==> config.mk <==
export PLATFORM = sky130hd
export DESIGN_NAME = reduce_sum_sequencer_flat
export DESIGN_NICKNAME = d
export VERILOG_FILES = /design/src/rtl/reduce_sum_sequencer_if.sv /design/src/rtl/reduce_sum_sequencer.sv /design/src/flat_wrapper.sv
export SDC_FILE = /design/constraint.sdc
export NUM_CORES = 1
export LEC_CHECK = 0
export CORE_ASPECT_RATIO = 0.7
export CORE_MARGIN = 5
export CORE_UTILIZATION = 47
export CTS_CLUSTER_DIAMETER = 120
export CTS_CLUSTER_SIZE = 25
export DETAILED_ROUTE_END_ITERATION = 16
export PLACE_DENSITY = 0.72
export SYNTH_ARGS = -nofsm -noshare
export SYNTH_HDL_FRONTEND = slang
export SYNTH_SLANG_ARGS = --single-unit
==> constraint.sdc <==
create_clock -name clk_in -period 3.4 [get_ports clk_in]
set_input_delay 0.68 -clock clk_in [delete_from_list [all_inputs] [get_ports clk_in]]
set_output_delay 0.68 -clock clk_in [all_outputs]
set_load 0.005 [all_outputs]
==> src/rtl/reduce_sum_sequencer_if.sv <==
// Handshake bundle for reduce_sum_sequencer: configuration, input beat stream and result stream.
// master = upstream/downstream driver side, slave = the reduction block.
interface reduce_sum_sequencer_if #(
   parameter int Lanes    = 4,
   parameter int AccW     = 16,
   parameter int MaxBeats = 16
);
   localparam int CntW = $clog2(MaxBeats + 1);

   logic [CntW-1:0]        cfg_beats_in;
   logic                   in_valid_in;
   logic                   in_ready_out;
   logic [Lanes*8-1:0]     in_data_in;
   logic                   out_valid_out;
   logic                   out_ready_in;
   logic signed [AccW-1:0] out_data_out;
   logic                   busy_out;

   modport master (
      output cfg_beats_in, in_valid_in, in_data_in, out_ready_in,
      input  in_ready_out, out_valid_out, out_data_out, busy_out
   );

   modport slave (
      input  cfg_beats_in, in_valid_in, in_data_in, out_ready_in,
      output in_ready_out, out_valid_out, out_data_out, busy_out
   );
endinterface

==> src/rtl/reduce_sum_sequencer.sv <==
// Signed int8 vector sum: per-beat lane adder feeding a wide accumulator over a configured beat count.
// Define REDUCE_SAT_EN to saturate the accumulator instead of wrapping.
module reduce_sum_sequencer #(
   parameter int Lanes    = 4,
   parameter int AccW     = 16,
   parameter int MaxBeats = 16
) (
   input logic                 clk_in,
   input logic                 rst_n_in,
   reduce_sum_sequencer_if.slave bus
);
   localparam int CntW = $clog2(MaxBeats + 1);

   typedef enum logic [1:0] {
      IDLE  = 2'd0,
      ACCUM = 2'd1,
      DONE  = 2'd2
   } state_e;

   state_e                 state_r, state_s;
   logic signed [AccW-1:0] lane_sum_s;
   logic signed [AccW-1:0] acc_r, acc_s;
   logic signed [AccW-1:0] out_data_r;
   logic [CntW-1:0]        count_r, count_s;
   logic [CntW-1:0]        beats_r, beats_s;
   logic [CntW-1:0]        cfg_clamp_s;
   logic                   in_ready_r;
   logic                   out_valid_r;
   logic                   busy_r;
   logic                   accept_s;

   // Accumulator add: wraps at AccW bits, or clamps to the signed range when saturation is enabled.
   function automatic logic signed [AccW-1:0] acc_add(input logic signed [AccW-1:0] a,
                                                      input logic signed [AccW-1:0] b);
`ifdef REDUCE_SAT_EN
      logic signed [AccW:0] wide;
      wide = {a[AccW-1], a} + {b[AccW-1], b};
      if (wide[AccW] != wide[AccW-1]) begin
         acc_add = wide[AccW] ? {1'b1, {(AccW-1){1'b0}}} : {1'b0, {(AccW-1){1'b1}}};
      end else begin
         acc_add = wide[AccW-1:0];
      end
`else
      acc_add = a + b;
`endif
   endfunction

   // Combinational lane adder; exact because AccW covers 8+log2(Lanes) bits.
   always_comb begin
      lane_sum_s = {AccW{1'b0}};
      for (int i = 0; i < Lanes; i++) begin
         lane_sum_s = lane_sum_s + {{(AccW-8){bus.in_data_in[i*8+7]}}, bus.in_data_in[i*8 +: 8]};
      end
   end

   // Beat count used for a new vector: zero means one beat, oversize clamps to MaxBeats.
   always_comb begin
      if (bus.cfg_beats_in == {CntW{1'b0}}) begin
         cfg_clamp_s = CntW'(1);
      end else if (bus.cfg_beats_in > CntW'(MaxBeats)) begin
         cfg_clamp_s = CntW'(MaxBeats);
      end else begin
         cfg_clamp_s = bus.cfg_beats_in;
      end
   end

   assign accept_s = bus.in_valid_in && in_ready_r;

   // Next-state and datapath update logic.
   always_comb begin
      state_s = state_r;
      acc_s   = acc_r;
      count_s = count_r;
      beats_s = beats_r;
      case (state_r)
         IDLE: begin
            if (accept_s) begin
               beats_s = cfg_clamp_s;
               acc_s   = acc_add({AccW{1'b0}}, lane_sum_s);
               count_s = CntW'(1);
               state_s = (cfg_clamp_s == CntW'(1)) ? DONE : ACCUM;
            end else begin
               state_s = IDLE;
            end
         end
         ACCUM: begin
            if (accept_s) begin
               acc_s   = acc_add(acc_r, lane_sum_s);
               count_s = count_r + CntW'(1);
               state_s = (count_r + CntW'(1) == beats_r) ? DONE : ACCUM;
            end else begin
               state_s = ACCUM;
            end
         end
         DONE: begin
            if (bus.out_ready_in) begin
               state_s = IDLE;
            end else begin
               state_s = DONE;
            end
         end
         default: begin
            state_s = IDLE;
         end
      endcase
   end

   // State, datapath and registered handshake outputs.
   always_ff @(posedge clk_in or negedge rst_n_in) begin
      if (!rst_n_in) begin
         state_r     <= IDLE;
         acc_r       <= {AccW{1'b0}};
         count_r     <= {CntW{1'b0}};
         beats_r     <= {CntW{1'b0}};
         in_ready_r  <= 1'b0;
         out_valid_r <= 1'b0;
         out_data_r  <= {AccW{1'b0}};
         busy_r      <= 1'b0;
      end else begin
         state_r     <= state_s;
         acc_r       <= acc_s;
         count_r     <= count_s;
         beats_r     <= beats_s;
         in_ready_r  <= (state_s != DONE);
         out_valid_r <= (state_s == DONE);
         busy_r      <= (state_s != IDLE);
         // Result register only loads in DONE so it holds after the handshake.
         if (state_s == DONE) begin
            out_data_r <= acc_s;
         end
      end
   end

   assign bus.in_ready_out  = in_ready_r;
   assign bus.out_valid_out = out_valid_r;
   assign bus.out_data_out  = out_data_r;
   assign bus.busy_out      = busy_r;
endmodule

==> src/flat_wrapper.sv <==
// flat-port wrapper written by rule: the top's interface ports become plain ports
module reduce_sum_sequencer_flat 
#(
   parameter int Lanes    = 4,
   parameter int AccW     = 16,
   parameter int MaxBeats = 16
)
  (clk_in, rst_n_in, bus_cfg_beats_in, bus_in_valid_in, bus_in_data_in, bus_out_ready_in, bus_in_ready_out, bus_out_valid_out, bus_out_data_out, bus_busy_out);
  reduce_sum_sequencer_if #(.Lanes(Lanes), .AccW(AccW), .MaxBeats(MaxBeats)) bus_i ();
  input logic clk_in;
  input logic rst_n_in;
  input wire logic [$bits(bus_i.cfg_beats_in)-1:0] bus_cfg_beats_in;
  input wire logic [$bits(bus_i.in_valid_in)-1:0] bus_in_valid_in;
  input wire logic [$bits(bus_i.in_data_in)-1:0] bus_in_data_in;
  input wire logic [$bits(bus_i.out_ready_in)-1:0] bus_out_ready_in;
  output wire logic [$bits(bus_i.in_ready_out)-1:0] bus_in_ready_out;
  output wire logic [$bits(bus_i.out_valid_out)-1:0] bus_out_valid_out;
  output wire logic [$bits(bus_i.out_data_out)-1:0] bus_out_data_out;
  output wire logic [$bits(bus_i.busy_out)-1:0] bus_busy_out;
  assign bus_i.cfg_beats_in = bus_cfg_beats_in;
  assign bus_i.in_valid_in = bus_in_valid_in;
  assign bus_i.in_data_in = bus_in_data_in;
  assign bus_i.out_ready_in = bus_out_ready_in;
  assign bus_in_ready_out = bus_i.in_ready_out;
  assign bus_out_valid_out = bus_i.out_valid_out;
  assign bus_out_data_out = bus_i.out_data_out;
  assign bus_busy_out = bus_i.busy_out;
  reduce_sum_sequencer #(.Lanes(Lanes), .AccW(AccW), .MaxBeats(MaxBeats)) u_core (.clk_in(clk_in), .rst_n_in(rst_n_in), .bus(bus_i));
endmodule
=== Word-level counts from Yosys, hierarchy flattened ===
Cells that the tools add are included.

* Flip-flop bits (word level): 47
* Input port bits: 41
* Output and inout bits: 19
* Logic and storage cells: 43

* Add/subtract/negate cells: 5
* Order comparisons: 1
* Equal/unequal tests: 8
* Mux-type cells: 14
* Reduce and logical (&&, ||, !) cells: 7

{| class="wikitable"
|+ Operators by type and width
! kind !! number
|-
| adder 16 bit || 3
|-
| two-way mux 16 bit || 2
|-
| one-hot mux 16 bit (2 select lines) || 1
|-
| two-way mux 5 bit || 4
|-
| two-way mux 2 bit || 5
|-
| one-hot mux 5 bit (2 select lines) || 1
|-
| adder 8 x 8 -> 9 bit || 1
|-
| one-hot mux 2 bit (3 select lines) || 1
|-
| adder 5 x 1 -> 5 bit (second input constant) || 1
|-
| equality test 5 x 1 -> 1 bit (second input constant) || 1
|-
| equality test 5 bit || 1
|-
| > comparator 5 bit (second input constant) || 1
|-
| zero test 5 bit || 1
|-
| equality test 2 bit (second input constant) || 2
|-
| != test 2 x 1 -> 1 bit (second input constant) || 2
|-
| nonzero test 2 bit || 2
|-
| AND reduction 3 bit || 1
|-
| equality test 2 x 1 -> 1 bit (second input constant) || 1
|-
| zero test 2 bit || 1
|-
| != test 2 bit (second input constant) || 1
|-
| AND reduction 2 bit || 1
|-
| logical AND 1 bit || 1
|}

=== Depth between registers and ports, before layout ===
Gate-level depths: netlist of run 1.

* Word-level depth: 8
* Gate-level depth with buffers: 25
* Gate-level depth less buffers: 24

=== Worst setup path after synthesis of run 1 ===
No wires, ideal clock.

* Path kind: input-to-reg
* From: input port bus_in_data_in[0]
* To: register u_core.out_data_r[15], in the netlist u_core.bus.out_data_out[15]
* Setup time: 0.064 ns
* Arrival time: 5.157 ns
* Required time: 3.336 ns
* Slack: -1.821 ns
* Stages: 23
* Buffers on the path: 0
* Cell sequence: ha_1 -> fa_1 -> a21oi_1 -> nor2_1 -> nor2_1 -> nor2b_1 -> o21a_1 -> o21ai_0 -> a31oi_1 -> fa_1 -> inv_1 -> ha_1 -> a2111oi_4 -> nor2_1 -> nor2_1 -> ha_1 -> a21o_1 -> a31oi_1 -> or3_1 -> o31ai_2 -> or4_1 -> nand4_1 -> mux2_4

* Longest elaborated chain between the ends: 6
* Elaborated cells on any way between the ends: 7
* Those cells by class: add/sub (4); mux (3)

{| class="wikitable"
|+ Ends and longest elaborated chain
! element !! line !! RTL
|-
| start: declaration || flat_wrapper.sv:14 || <nowiki>input wire logic [$bits(bus_i.in_data_in)-1:0] bus_in_data_in;</nowiki>
|-
| adder 8 x 8 -> 9 bit * || reduce_sum_sequencer.sv:52 || <nowiki>lane_sum_s = lane_sum_s + {{(AccW-8){bus.in_data_in[i*8+7]}}, bus.in_data_in[i*8 +: 8]};</nowiki>
|-
| adder 16 bit * (2 in a row) || reduce_sum_sequencer.sv:52 ||
|-
| adder 16 bit || reduce_sum_sequencer.sv:44 || <nowiki>acc_add = a + b;</nowiki>
|-
| two-way mux 16 bit || reduce_sum_sequencer.sv:87 || <nowiki>if (accept_s) begin</nowiki>
|-
| one-hot mux 16 bit (2 select lines) * || reduce_sum_sequencer.sv:75 || <nowiki>case (state_r)</nowiki>
|-
| via u_core.acc_s[15] || reduce_sum_sequencer.sv:22 || <nowiki>logic signed [AccW-1:0] acc_r, acc_s;</nowiki>
|-
| end signal: assignment || reduce_sum_sequencer.sv:117 || <nowiki>out_data_r <= {AccW{1'b0}};</nowiki>
|-
| end signal: assignment || reduce_sum_sequencer.sv:129 || <nowiki>out_data_r <= acc_s;</nowiki>
|-
| end: declaration || reduce_sum_sequencer.sv:23 || <nowiki>logic signed [AccW-1:0] out_data_r;</nowiki>
|}

Mark *: on every way through the listed nets, which the timed path passes. The rest lies on a longest branch.
A chain may end at the register's enable or synchronous reset.

=== Final worst setup path of run 1 ===
* From: input port bus_in_data_in[8]
* To: register u_core.out_data_r[15], in the netlist u_core.bus.out_data_out[15]

Same word-level chain as after synthesis.

==> run_results.csv, run 1 <==
group,metric,value,unit
outcome,outcome,"finished with violations",
outcome,violations,"negative setup slack",
layout,drive_above_1_share,0.4461,
timing,finalSetupTns,-32.73,ns
clock_network,cts.clk_slew.worst_paths,0.09,ns
drt,ant_nets,0,
min_path,hold-path-cell-count,2,
global_routing,grt_overflow,0,
worst_setup_path,cpPeakStageDelay,0.49,ns
worst_setup_path,r2r-start,"u_core.acc_r[0]",
logic_synthesis,synth-edff-count,0,
drt,drtPass1Iterations,5,
timing,rsz0062_at_grt,"true",
die,num_io_pins,60,
die,die-width,115.7,um
power,internal_power,4.072,mW
global_routing,grt_pass1_vias,3635,
logic_synthesis,synth_mux_area_frac,0.06065,
logic_synthesis,synth_cell_types,54,
die,die_y,83.96,um
drt,viasPerCell,5.694,
timing,worst_slew_pin_slew,1.018,ns
die,dieArea,9709,um^2
drt,wl_met1,5053,um
placed_design,dp_hpwl,7708,um
worst_setup_path,cp_cell_sequence,"buf_6, ha_4, fa_2, a21oi_2, nor2_1, nor2_2, nor2b_1, o21a_1, nor2_1, xnor2_1, fa_2, ha_4, and3_4, a221oi_4, o21ai_1, xnor2_1, ha_2, a21o_1, a31oi_2, or3_4, o31ai_4, mux2i_1, nand4_1, mux2_4",
clock_network,htreeDepth,2,
global_routing,grt_first_pass_wirelength,17950,um
drt,via_count,3690,
placed_design,post-place-cells,604,
timing,fmax,196.1,MHz
flow_run,maxCapViolations,0,
drt,drt_iter0_drc,271,
logic_synthesis,synth.cell_area,3672,um^2
logic_synthesis,synth-compound-area-share,0.1969,
timing,setup_viol,27,
power,p_leak,2.642,nW
timing,min_period_over_period,1.500,
global_routing,antenna_found_initial,0,
worst_setup_path,start_kind,"input port",
global_routing,grt_max_degree,48,
worst_setup_path,path_delay_family,"adder cells",
logic_synthesis,synth_top_family_by_area,"compound AO/OA/AOI/OAI gates",
timing,drv_slew,0,
placed_design,dpl_cell_area,5064,um^2
layout,instances_no_fill,648,
logic_synthesis,synth.net_count,468,
placed_design,port_buffers,59,
worst_setup_path,timing_worst_setup_path_type,"input port to register",
placed_design,globalplace.congestion,0.8585,
power,clockPowerShare,0.050,
drt,drc,0,
worst_setup_path,crit_required,3.61,ns
power,finalPower,7.289,mW
logic_synthesis,synth-xor-area-share,0.07394,
worst_setup_path,crit_start,"bus_in_data_in[8]",
power,ir_drop,0.7108,mV
layout,antenna_cells,0,
worst_setup_path,reg2regPathDepth,11,
die,initial_core_util,0.4747,
layout,final_nets,632,
timing,hold_violations,0,
layout,syn_to_final_growth,64.12,%
clock_network,cts-root-buf,"clkbuf_8",
logic_synthesis,yosys.area_share.simple,0.1383,
die,rows,27,
min_path,min_from,"u_core.beats_r[3]",
drt,wirelength,11910,um
worst_setup_path,crit_arrival,5.30,ns
layout,seqCellArea,1176,um^2
clock_network,cts_tree,"yes",
timing,finalCriticalPeriod,5.099,ns
clock_network,clock_sinks,47,
power,p_per_area,1209,nW/um^2
logic_synthesis,synth.avg_cell_area,9.613,um^2
drt,dr_wl_met3,814,um
worst_setup_path,worst_setup_path_end_kind,"register",
drt,routed.top_layer,"met4",
timing,setup_ws,-1.699,ns
drt,wl_per_cell,18.38,um
logic_synthesis,synth_adder_area_share,0.1779,
worst_setup_path,r2r_slack,0.76,ns
timing,max_slew_margin,0.3214,
worst_setup_path,slowest_stage,"fa_2",
power,power.switching,3.218,mW
min_path,min_to,"u_core.beats_r[3]",
worst_setup_path,cp_max_fo,3,
global_routing,track_usage,0.2288,
layout,multi_input_area,3127,um^2
worst_setup_path,timing.rr.end,"u_core.bus.out_data_out[12]",
power,swShare,0.4414,
worst_setup_path,path_buf_inv,1,
die,coreArea,7736,um^2
clock_network,cts_buffers,5,
clock_network,cts_buffer_depth,2,
logic_synthesis,synthCells,382,
logic_synthesis,synth-main-ff-cell,"dfrtp_1",
power,power_frac_seq,0.146,
clock_network,clkLatencyLatePin,0.31,ns
logic_synthesis,synth-seq-area-share,0.3203,
logic_synthesis,ys_ff_latch,47,
logic_synthesis,yosysWarnings,0,
layout,nFillCells,468,
timing,finClkSkew,0.008868,ns
drt,wl_met2,5776,um
min_path,hp-class,"register to register",
logic_synthesis,synthArstFlopShare,1.000,
power,p_comb_frac,0.803,
layout,fin_area,6027,um^2
clock_network,cts-hold-fix-buffers,0,
-- power groups by stage --
stage               Clock, mW  Combinational (mW)  Sequential (mW)
floorplan                   0                2.60            0.968
global placement            0                3.96             1.03
detailed placement          0                4.06             1.04
CTS                     0.377                4.92             1.05
global route            0.402                6.23             1.10
finish                  0.367                5.86             1.07
-- cells in the final DEF, fill, tap and decap left out, types with 9 or more instances in the layout --
cell and count:
xnor2_1 11, buf_4 98, ha_4 21, buf_6 12, xnor2_2 11, nand2_1 38, inv_1 16, ha_1 10
a21o_1 9, nor2_1 18, clkdlybuf4s50_1 50, dfrtp_1 47, o21ai_0 11, o21ai_2 10
-- repair_timing --
item / CTS / global route
pin swaps: 81 / 42
setup endpoints to repair: 30 / 28
buffers inserted: 23 / 13
gates resized for setup: 89 / 40
cloned: 0 / 0
-- state kept, by name, indices dropped and copies added (netlist names) --
name,count
u_core.bus.out_valid_out,1
u_core.state_r,2
u_core.acc_r,16
u_core.bus.busy_out,1
u_core.count_r,5
u_core.bus.out_data_out,16
u_core.beats_r,5
u_core.bus.in_ready_out,1
-- kinds of logic (layout without fill, tap and decap cells) --
kind of cell	Yosys count	after routing
buf+inv	30	195
fa+ha+maj	45	45
xor+xnor	31	31
mux	20	20
compound gates	101	101
flops	47	47
simple gates	108	108
-- per-layer routing --
metal,vias up,GRT usage
met3,29,0.05507
met5,-,0
met1,1802,0.3262
met4,0,0.04110
li1,1699,-
met2,160,0.3571
-- synthesized netlist by cell type (all sizes together) (2+ instances only) --
library cell / number / area (um^2)
nor4: 4 / 25.02
nand2: 42 / 157.7
dfrtp: 47 / 1176
o21bai: 3 / 22.52
nor2: 26 / 97.59
a21oi: 21 / 105.1
nand3b: 4 / 30.03
o21a: 3 / 22.52
nand2b: 3 / 18.77
o211ai: 3 / 22.52
a21o: 10 / 75.07
a2111oi: 2 / 55.05
nand4: 7 / 50.05
a221oi: 2 / 23.77
ha: 33 / 412.9
a22oi: 5 / 37.54
mux2i: 5 / 50.05
a31oi: 5 / 37.53
and3: 3 / 18.77
or4: 2 / 15.01
nor3: 3 / 15.01
buf: 2 / 10.01
fa: 12 / 240.2
nor2b: 5 / 31.28
or3: 2 / 12.51
a211oi: 4 / 30.03
inv: 21 / 81.33
o22ai: 3 / 32.53
clkbuf: 7 / 26.28
nand3: 6 / 30.03
o21ai: 28 / 143.9
o31ai: 4 / 35.03
mux2: 15 / 172.7
xor2: 9 / 78.83
xnor2: 22 / 192.7
-- stage by stage --
step           worst slack, ns  utilization  hold slack (ns)
5_1_grt                 -1.843       0.7791           0.5397
4_1_cts                 -1.532       0.7372           0.5058
2_1_floorplan           -1.731            -           0.3844
6_report                -1.699       0.7791           0.4985
3_3_place_gp            -2.402       0.6545           0.4761
3_5_place_dp            -2.608       0.6545           0.4840
-- layout make-up --
class                           count  share of cell area
Sequential cell                    47              0.1951
Timing Repair Buffer              166              0.2352
Inverter                           21             0.01349
Clock buffer                        6             0.01370
Tap cell                          101             0.02097
Clock inverter                      2            0.002699
Multi-Input combinational cell    305              0.5188
-- how the worst max path moves through the flow --
stage,end,cells past startpoint
after CTS,u_core.bus.out_data_out[15],24
after floorplan,u_core.bus.out_data_out[15],23
after global routing,u_core.bus.out_data_out[15],24
after detailed placement,u_core.bus.out_data_out[15],26
final,u_core.bus.out_data_out[15],24
after global placement,u_core.bus.out_data_out[15],26
-- worst min-delay path: stages (launching register included) --
cell     delay [ns]
dfrtp_1        0.37
nand2_1        0.05
nand2_1        0.05
Note: power is estimated with default switching activity, not from simulation.
==> run 2, diff against run 1 <==
--- a/config.mk
+++ b/config.mk
@@ -11,6 +11,7 @@
 export CTS_CLUSTER_DIAMETER = 120
 export CTS_CLUSTER_SIZE = 25
 export DETAILED_ROUTE_END_ITERATION = 16
+export GPL_TIMING_DRIVEN = 0
 export PLACE_DENSITY = 0.72
 export SYNTH_ARGS = -nofsm -noshare
 export SYNTH_HDL_FRONTEND = slang
==> run 2 against run 1 <==
Compared with the run above: the run still ends with negative setup slack left; flip-flop and latch count unchanged; worst hold slack worse by 0.25 ns; core utilization down 4.8 points; global-route usage down 1.4 points; combinational power down 9.2%; critical path type unchanged; highest routed layer unchanged.
==> run_results.csv, run 2 (synthesis results as in run 1) <==
group,metric,value,unit
drt,ant_nets,0,
worst_setup_path,timing_worst_setup_path_type,"input port to register",
power,power.switching,3.023,mW
global_routing,grt_pass1_vias,3339,
outcome,outcome,"finished with violations",
timing,hold_violations,0,
worst_setup_path,crit_required,3.61,ns
worst_setup_path,crit_arrival,5.34,ns
die,die_y,83.96,um
timing,finClkSkew,0.007703,ns
layout,final_core_util,0.7312,
timing,worst_slew_pin_slew,0.8909,ns
min_path,hp-class,"input port to asynchronous set/reset pin",
layout,syn_to_final_growth,54.04,%
timing,min_period_over_period,1.508,
placed_design,port_buffers,59,
clock_network,cts.clk_slew.worst_paths,0.09,ns
clock_network,cts_buffer_depth,2,
global_routing,antenna_found_initial,0,
layout,nFillCells,519,
drt,via_count,3461,
clock_network,cts_buffers,5,
clock_network,htreeDepth,2,
die,die-width,115.7,um
layout,final_common_cell,"clkdlybuf4s50_1",
worst_setup_path,crit_top_cell,"ha_4",
global_routing,grt_first_pass_wirelength,16550,um
worst_setup_path,start_kind,"input port",
timing,setup_ws,-1.728,ns
drt,drc,0,
drt,drt_iter0_drc,264,
drt,wirelength,11100,um
power,clockPowerShare,0.074,
timing,max_slew_margin,0.4039,
timing,setup_viol,27,
layout,final_nets,584,
drt,viasPerCell,5.768,
worst_setup_path,slowest_stage,"fa_2",
clock_network,cts-root-buf,"clkbuf_8",
power,p_per_area,1211,nW/um^2
worst_setup_path,cpPeakStageDelay,0.60,ns
power,p_leak,2.372,nW
power,ir_drop,0.7300,mV
drt,drtPass1Iterations,5,
die,initial_core_util,0.4747,
timing,drv_slew,0,
power,finalPower,6.849,mW
worst_setup_path,cp_cell_sequence,"buf_6, ha_4, fa_2, a21oi_2, nor2_1, nor2_2, nor2b_1, o21a_1, nor2_2, xnor2_2, fa_2, ha_4, and3_4, a221oi_4, o21ai_2, xnor2_2, ha_4, a21o_1, a31oi_2, or3_4, o31ai_4, mux2i_1, nand4_1, mux2_4",
power,internal_power,3.826,mW
timing,rsz0062_at_grt,"true",
global_routing,grt_max_degree,34,
die,coreArea,7736,um^2
power,swShare,0.4414,
worst_setup_path,worst_setup_path_end_kind,"register",
power,p_comb_frac,0.777,
timing,finalCriticalPeriod,5.128,ns
clock_network,clock_sinks,47,
clock_network,cts-hold-fix-buffers,0,
outcome,violations,"negative setup slack",
global_routing,track_usage,0.2148,
layout,drive_above_1_share,0.3567,
power,power_frac_seq,0.149,
global_routing,grt_overflow,0,
clock_network,cts_tree,"yes",
flow_run,maxCapViolations,0,
layout,antenna_cells,0,
die,rows,27,
placed_design,globalplace.congestion,0.8059,
die,num_io_pins,60,
clock_network,clkLatencyLatePin,0.32,ns
placed_design,dp_hpwl,7117,um
layout,layout_common_cells,"clkdlybuf4s50_1, dfrtp_1, buf_4, nand2_1, ha_4",
worst_setup_path,cp_max_fo,4,
drt,wl_per_cell,18.50,um
die,dieArea,9709,um^2
timing,fmax,195.0,MHz
[run 2: changes by cell type in the layout (fill, tap and decap cells not counted), moves of 4 or more]
cell      change
clkbuf_1      +6
xnor2_2       -6
o21ai_2       -4
buf_4        -56
[run 2: power groups by stage]
stage / Sequential (mW) / Clock [mW] / Combinational, mW
floorplan: 0.968 / 0 / 2.60
global placement: 0.982 / 0 / 3.36
detailed placement: 0.992 / 0 / 3.43
CTS: 0.998 / 0.504 / 4.23
global route: 1.05 / 0.540 / 5.67
finish: 1.02 / 0.507 / 5.32
[run 2: worst max-delay path: cells and delay by family]
kind                     cells  cell delay [ns]
XOR/XNOR                     2             0.35
buffers and inverters        1             0.10
adder cells (fa/ha/maj)      5             1.51
multiplexers                 2             0.53
AND/OR/NAND/NOR              7             1.10
AO/OA/AOI/OAI                7             1.09
[run 2: final timing paths]
path                                   start                           to  slack (ns)  cells past startpoint
hold reg to reg            u_core.beats_r[2]            u_core.beats_r[2]        0.50                      2
setup reg to reg             u_core.acc_r[0]   u_core.bus.out_data_out[8]        0.80                     10
setup / recovery           bus_in_data_in[8]  u_core.bus.out_data_out[15]       -1.73                     24
min in group clk_in        u_core.beats_r[2]            u_core.beats_r[2]        0.50                      2
hold / removal                      rst_n_in              u_core.acc_r[0]        0.25                      1
max in group asynchronous           rst_n_in  u_core.bus.out_data_out[14]        2.66                      2
[run 2: cell type report]
type	instances	area [um^2]	share of cell area
inverter	21	81.33	0.01438
clock buffer	5	68.82	0.01217
clock inverter	3	67.56	0.01194
timing repair buffer	110	1006	0.1778
buffer	8	32.53	0.005751
multi-input combinational	305	3098	0.5477
tap	101	126.4	0.02234
sequential	47	1176	0.2079
[run 2: routing by layer]
metal	track usage	vias to the layer above	wire length, um
li1	-	1604	-
met1	0.3075	1715	4869
met2	0.3293	117	5371
met3	0.04565	25	642
met4	0.05585	0	214
met5	0	-	0
[run 2: through the flow]
stage	TNS, ns	std cells	worst slack, ns	area (um^2)	hold slack (ns)
global route	-32.82	600	-1.919	5657	0.2667
floorplan	-25.96	382	-1.731	3855	0.3844
global placement	-49.18	542	-2.662	4572	0.4761
CTS	-25.30	582	-1.586	5260	0.2597
detailed placement	-51.14	543	-2.803	4587	0.4814
finish	-28.63	600	-1.728	5657	0.2500
[run 2: what timing repair did]
action | in CTS | in global routing
resized for setup | 80 | 43
setup endpoints to repair | 30 | 27
buffers inserted | 32 | 19
pin swaps | 69 | 30
==> run 3, diff against run 2 <==
--- a/config.mk
+++ b/config.mk
@@ -7,12 +7,13 @@
 export LEC_CHECK = 0
 export CORE_ASPECT_RATIO = 0.7
 export CORE_MARGIN = 5
-export CORE_UTILIZATION = 47
+export CORE_UTILIZATION = 50
 export CTS_CLUSTER_DIAMETER = 120
 export CTS_CLUSTER_SIZE = 25
 export DETAILED_ROUTE_END_ITERATION = 16
 export GPL_TIMING_DRIVEN = 0
-export PLACE_DENSITY = 0.72
+export PLACE_DENSITY = 0.75
+export SLEW_MARGIN = 20
 export SYNTH_ARGS = -nofsm -noshare
 export SYNTH_HDL_FRONTEND = slang
 export SYNTH_SLANG_ARGS = --single-unit
==> run 3 against run 2 <==
Compared with the run above: the flow still finishes with violations (negative setup slack); largest cell class unchanged; fmax down 1.6%; clock skew up 0.0070 ns; critical endpoint unchanged; routed wire length up 8.4%; final cell count down 0.50%; critical path depth down 4; sequential power about the same; worst setup slack worse by 0.083 ns; global-route usage up 3.3 points; register-to-register slack worse by 0.03 ns; non-clock buffer count unchanged; flip-flop and latch count unchanged.
==> run_results.csv, run 3 (synthesis results as in run 1) <==
group,metric,value,unit
layout,final_core_util,0.7762,
die,die-width,112.4,um
timing,rsz0062_at_grt,"true",
die,die_y,81.70,um
outcome,violations,"negative setup slack",
layout,final_common_cell,"clkdlybuf4s50_1",
timing,max_slew_margin,0.4195,
timing,drv_slew,0,
timing,min_period_over_period,1.532,
worst_setup_path,worst_setup_path_end_kind,"register",
placed_design,port_buffers,59,
drt,wirelength,12030,um
flow_run,maxCapViolations,0,
timing,finClkSkew,0.01469,ns
worst_setup_path,crit_required,3.59,ns
clock_network,cts_tree,"yes",
worst_setup_path,timing_worst_setup_path_type,"input port to register",
global_routing,grt_max_degree,29,
outcome,outcome,"finished with violations",
power,ir_drop,0.7339,mV
global_routing,track_usage,0.2474,
worst_setup_path,cp_cell_sequence,"clkdlybuf4s50_1, ha_1, nor2b_1, o21a_1, nor2_2, xnor2_2, fa_2, ha_4, and3_4, a221oi_4, o21ai_2, xnor2_2, ha_4, a21o_1, a31oi_2, or3_4, o31ai_4, mux2i_1, nand4_1, mux2_4",
placed_design,dpl_cell_area,4583,um^2
clock_network,cts-root-buf,"clkbuf_8",
drt,via_count,3605,
global_routing,grt_overflow,0,
layout,antenna_cells,0,
global_routing,antenna_found_initial,0,
placed_design,post-place-ws,-2.759,ns
power,p_per_area,1181,nW/um^2
clock_network,cts_buffers,5,
worst_setup_path,start_kind,"input port",
die,dieArea,9186,um^2
die,num_io_pins,60,
layout,drive_above_1_share,0.3667,
timing,worst_slew_pin_slew,0.8676,ns
worst_setup_path,crit_arrival,5.40,ns
drt,drtPass1Iterations,6,
layout,final_nets,584,
placed_design,globalplace.congestion,0.8732,
drt,drt_iter0_drc,469,
worst_setup_path,slowest_stage,"fa_2",
power,p_leak,2.386,nW
worst_setup_path,cp_max_fo,3,
clock_network,clkLatencyLatePin,0.31,ns
drt,wl_per_cell,20.15,um
placed_design,dp_hpwl,7270,um
die,initial_core_util,0.5085,
timing,setup_viol,28,
layout,instances_no_fill,597,
layout,syn_to_final_growth,52.64,%
global_routing,grt_first_pass_wirelength,18170,um
worst_setup_path,reg2regPathDepth,10,
worst_setup_path,path_depth,20,
timing,setup_ws,-1.810,ns
clock_network,htreeDepth,2,
die,coreArea,7222,um^2
worst_setup_path,path_buf_inv,1,
die,rows,26,
drt,viasPerCell,6.039,
layout,layout_common_cells,"clkdlybuf4s50_1, dfrtp_1, buf_4, nand2_1, ha_4",
global_routing,grt_pass1_vias,3652,
timing,fmax,191.9,MHz
worst_setup_path,path_delay_family,"adder cells",
clock_network,cts_buffer_depth,2,
clock_network,cts-hold-fix-buffers,0,
timing,hold_violations,0,
layout,fin_area,5605,um^2
drt,ant_nets,0,
clock_network,cts.clk_slew.worst_paths,0.09,ns
worst_setup_path,cpPeakStageDelay,0.49,ns
clock_network,clock_sinks,47,
placed_design,post-place-cells,540,
drt,drc,0,
min_path,hp-class,"input port to asynchronous set/reset pin",
timing,finalCriticalPeriod,5.210,ns
## run 3: what timing repair did
action / in CTS / in global routing
pin swaps: 76 / 39
resized for setup: 89 / 40
buffers inserted: 53 / 23
setup endpoints to repair: 30 / 28
## run 3: through the flow
| step | hold WS [ns] | TNS [ns] | power, mW |
|---|---|---|---|
| 6_report | 0.3552 | -31.97 | 6.620 |
| 5_1_grt | 0.3817 | -35.67 | 6.999 |
| 4_1_cts | 0.3514 | -26.09 | 5.624 |
| 3_5_place_dp | 0.4844 | -51.08 | 4.430 |
| 3_3_place_gp | 0.4744 | -49.09 | 4.339 |
| 2_1_floorplan | 0.3844 | -25.96 | 3.567 |
## run 3: power breakdown
part | total, mW | internal [mW] | switching [mW]
clock network | 0.340 | 0.141 | 0.198
registers | 1.02 | 0.820 | 0.204
logic | 5.26 | 2.62 | 2.64
total | 6.62 | 3.58 | 3.04
## run 3: routing by layer
metal / global-route usage / wire length, um
met5: 0 / 0
met4: 0.07203 / 369
met2: 0.4263 / 5957
met1: 0.3244 / 5005
met3: 0.04418 / 696
## run 3: area by class of cell
cell class,instances,area [um^2]
repair buffers,110,1030
multi-input cells,305,3079
flip-flops and latches,47,1176
fillers,456,1617
clock buffers,5,68.82
clock inverters,3,15.01
plain buffers,8,32.53
inverters,21,81.33
well taps,98,122.6
## run 3: worst paths after layout
kind	from	endpoint	slack, ns
worst max-delay path	bus_in_data_in[4]	u_core.bus.out_data_out[15]	-1.81
worst min-delay path	rst_n_in	u_core.acc_r[1]	0.36
worst max register to register	u_core.acc_r[0]	u_core.bus.out_data_out[14]	0.77
worst min register to register	u_core.beats_r[1]	u_core.beats_r[1]	0.51
max in group asynchronous	rst_n_in	u_core.acc_r[12]	2.49
min in group clk_in	u_core.beats_r[1]	u_core.beats_r[1]	0.51
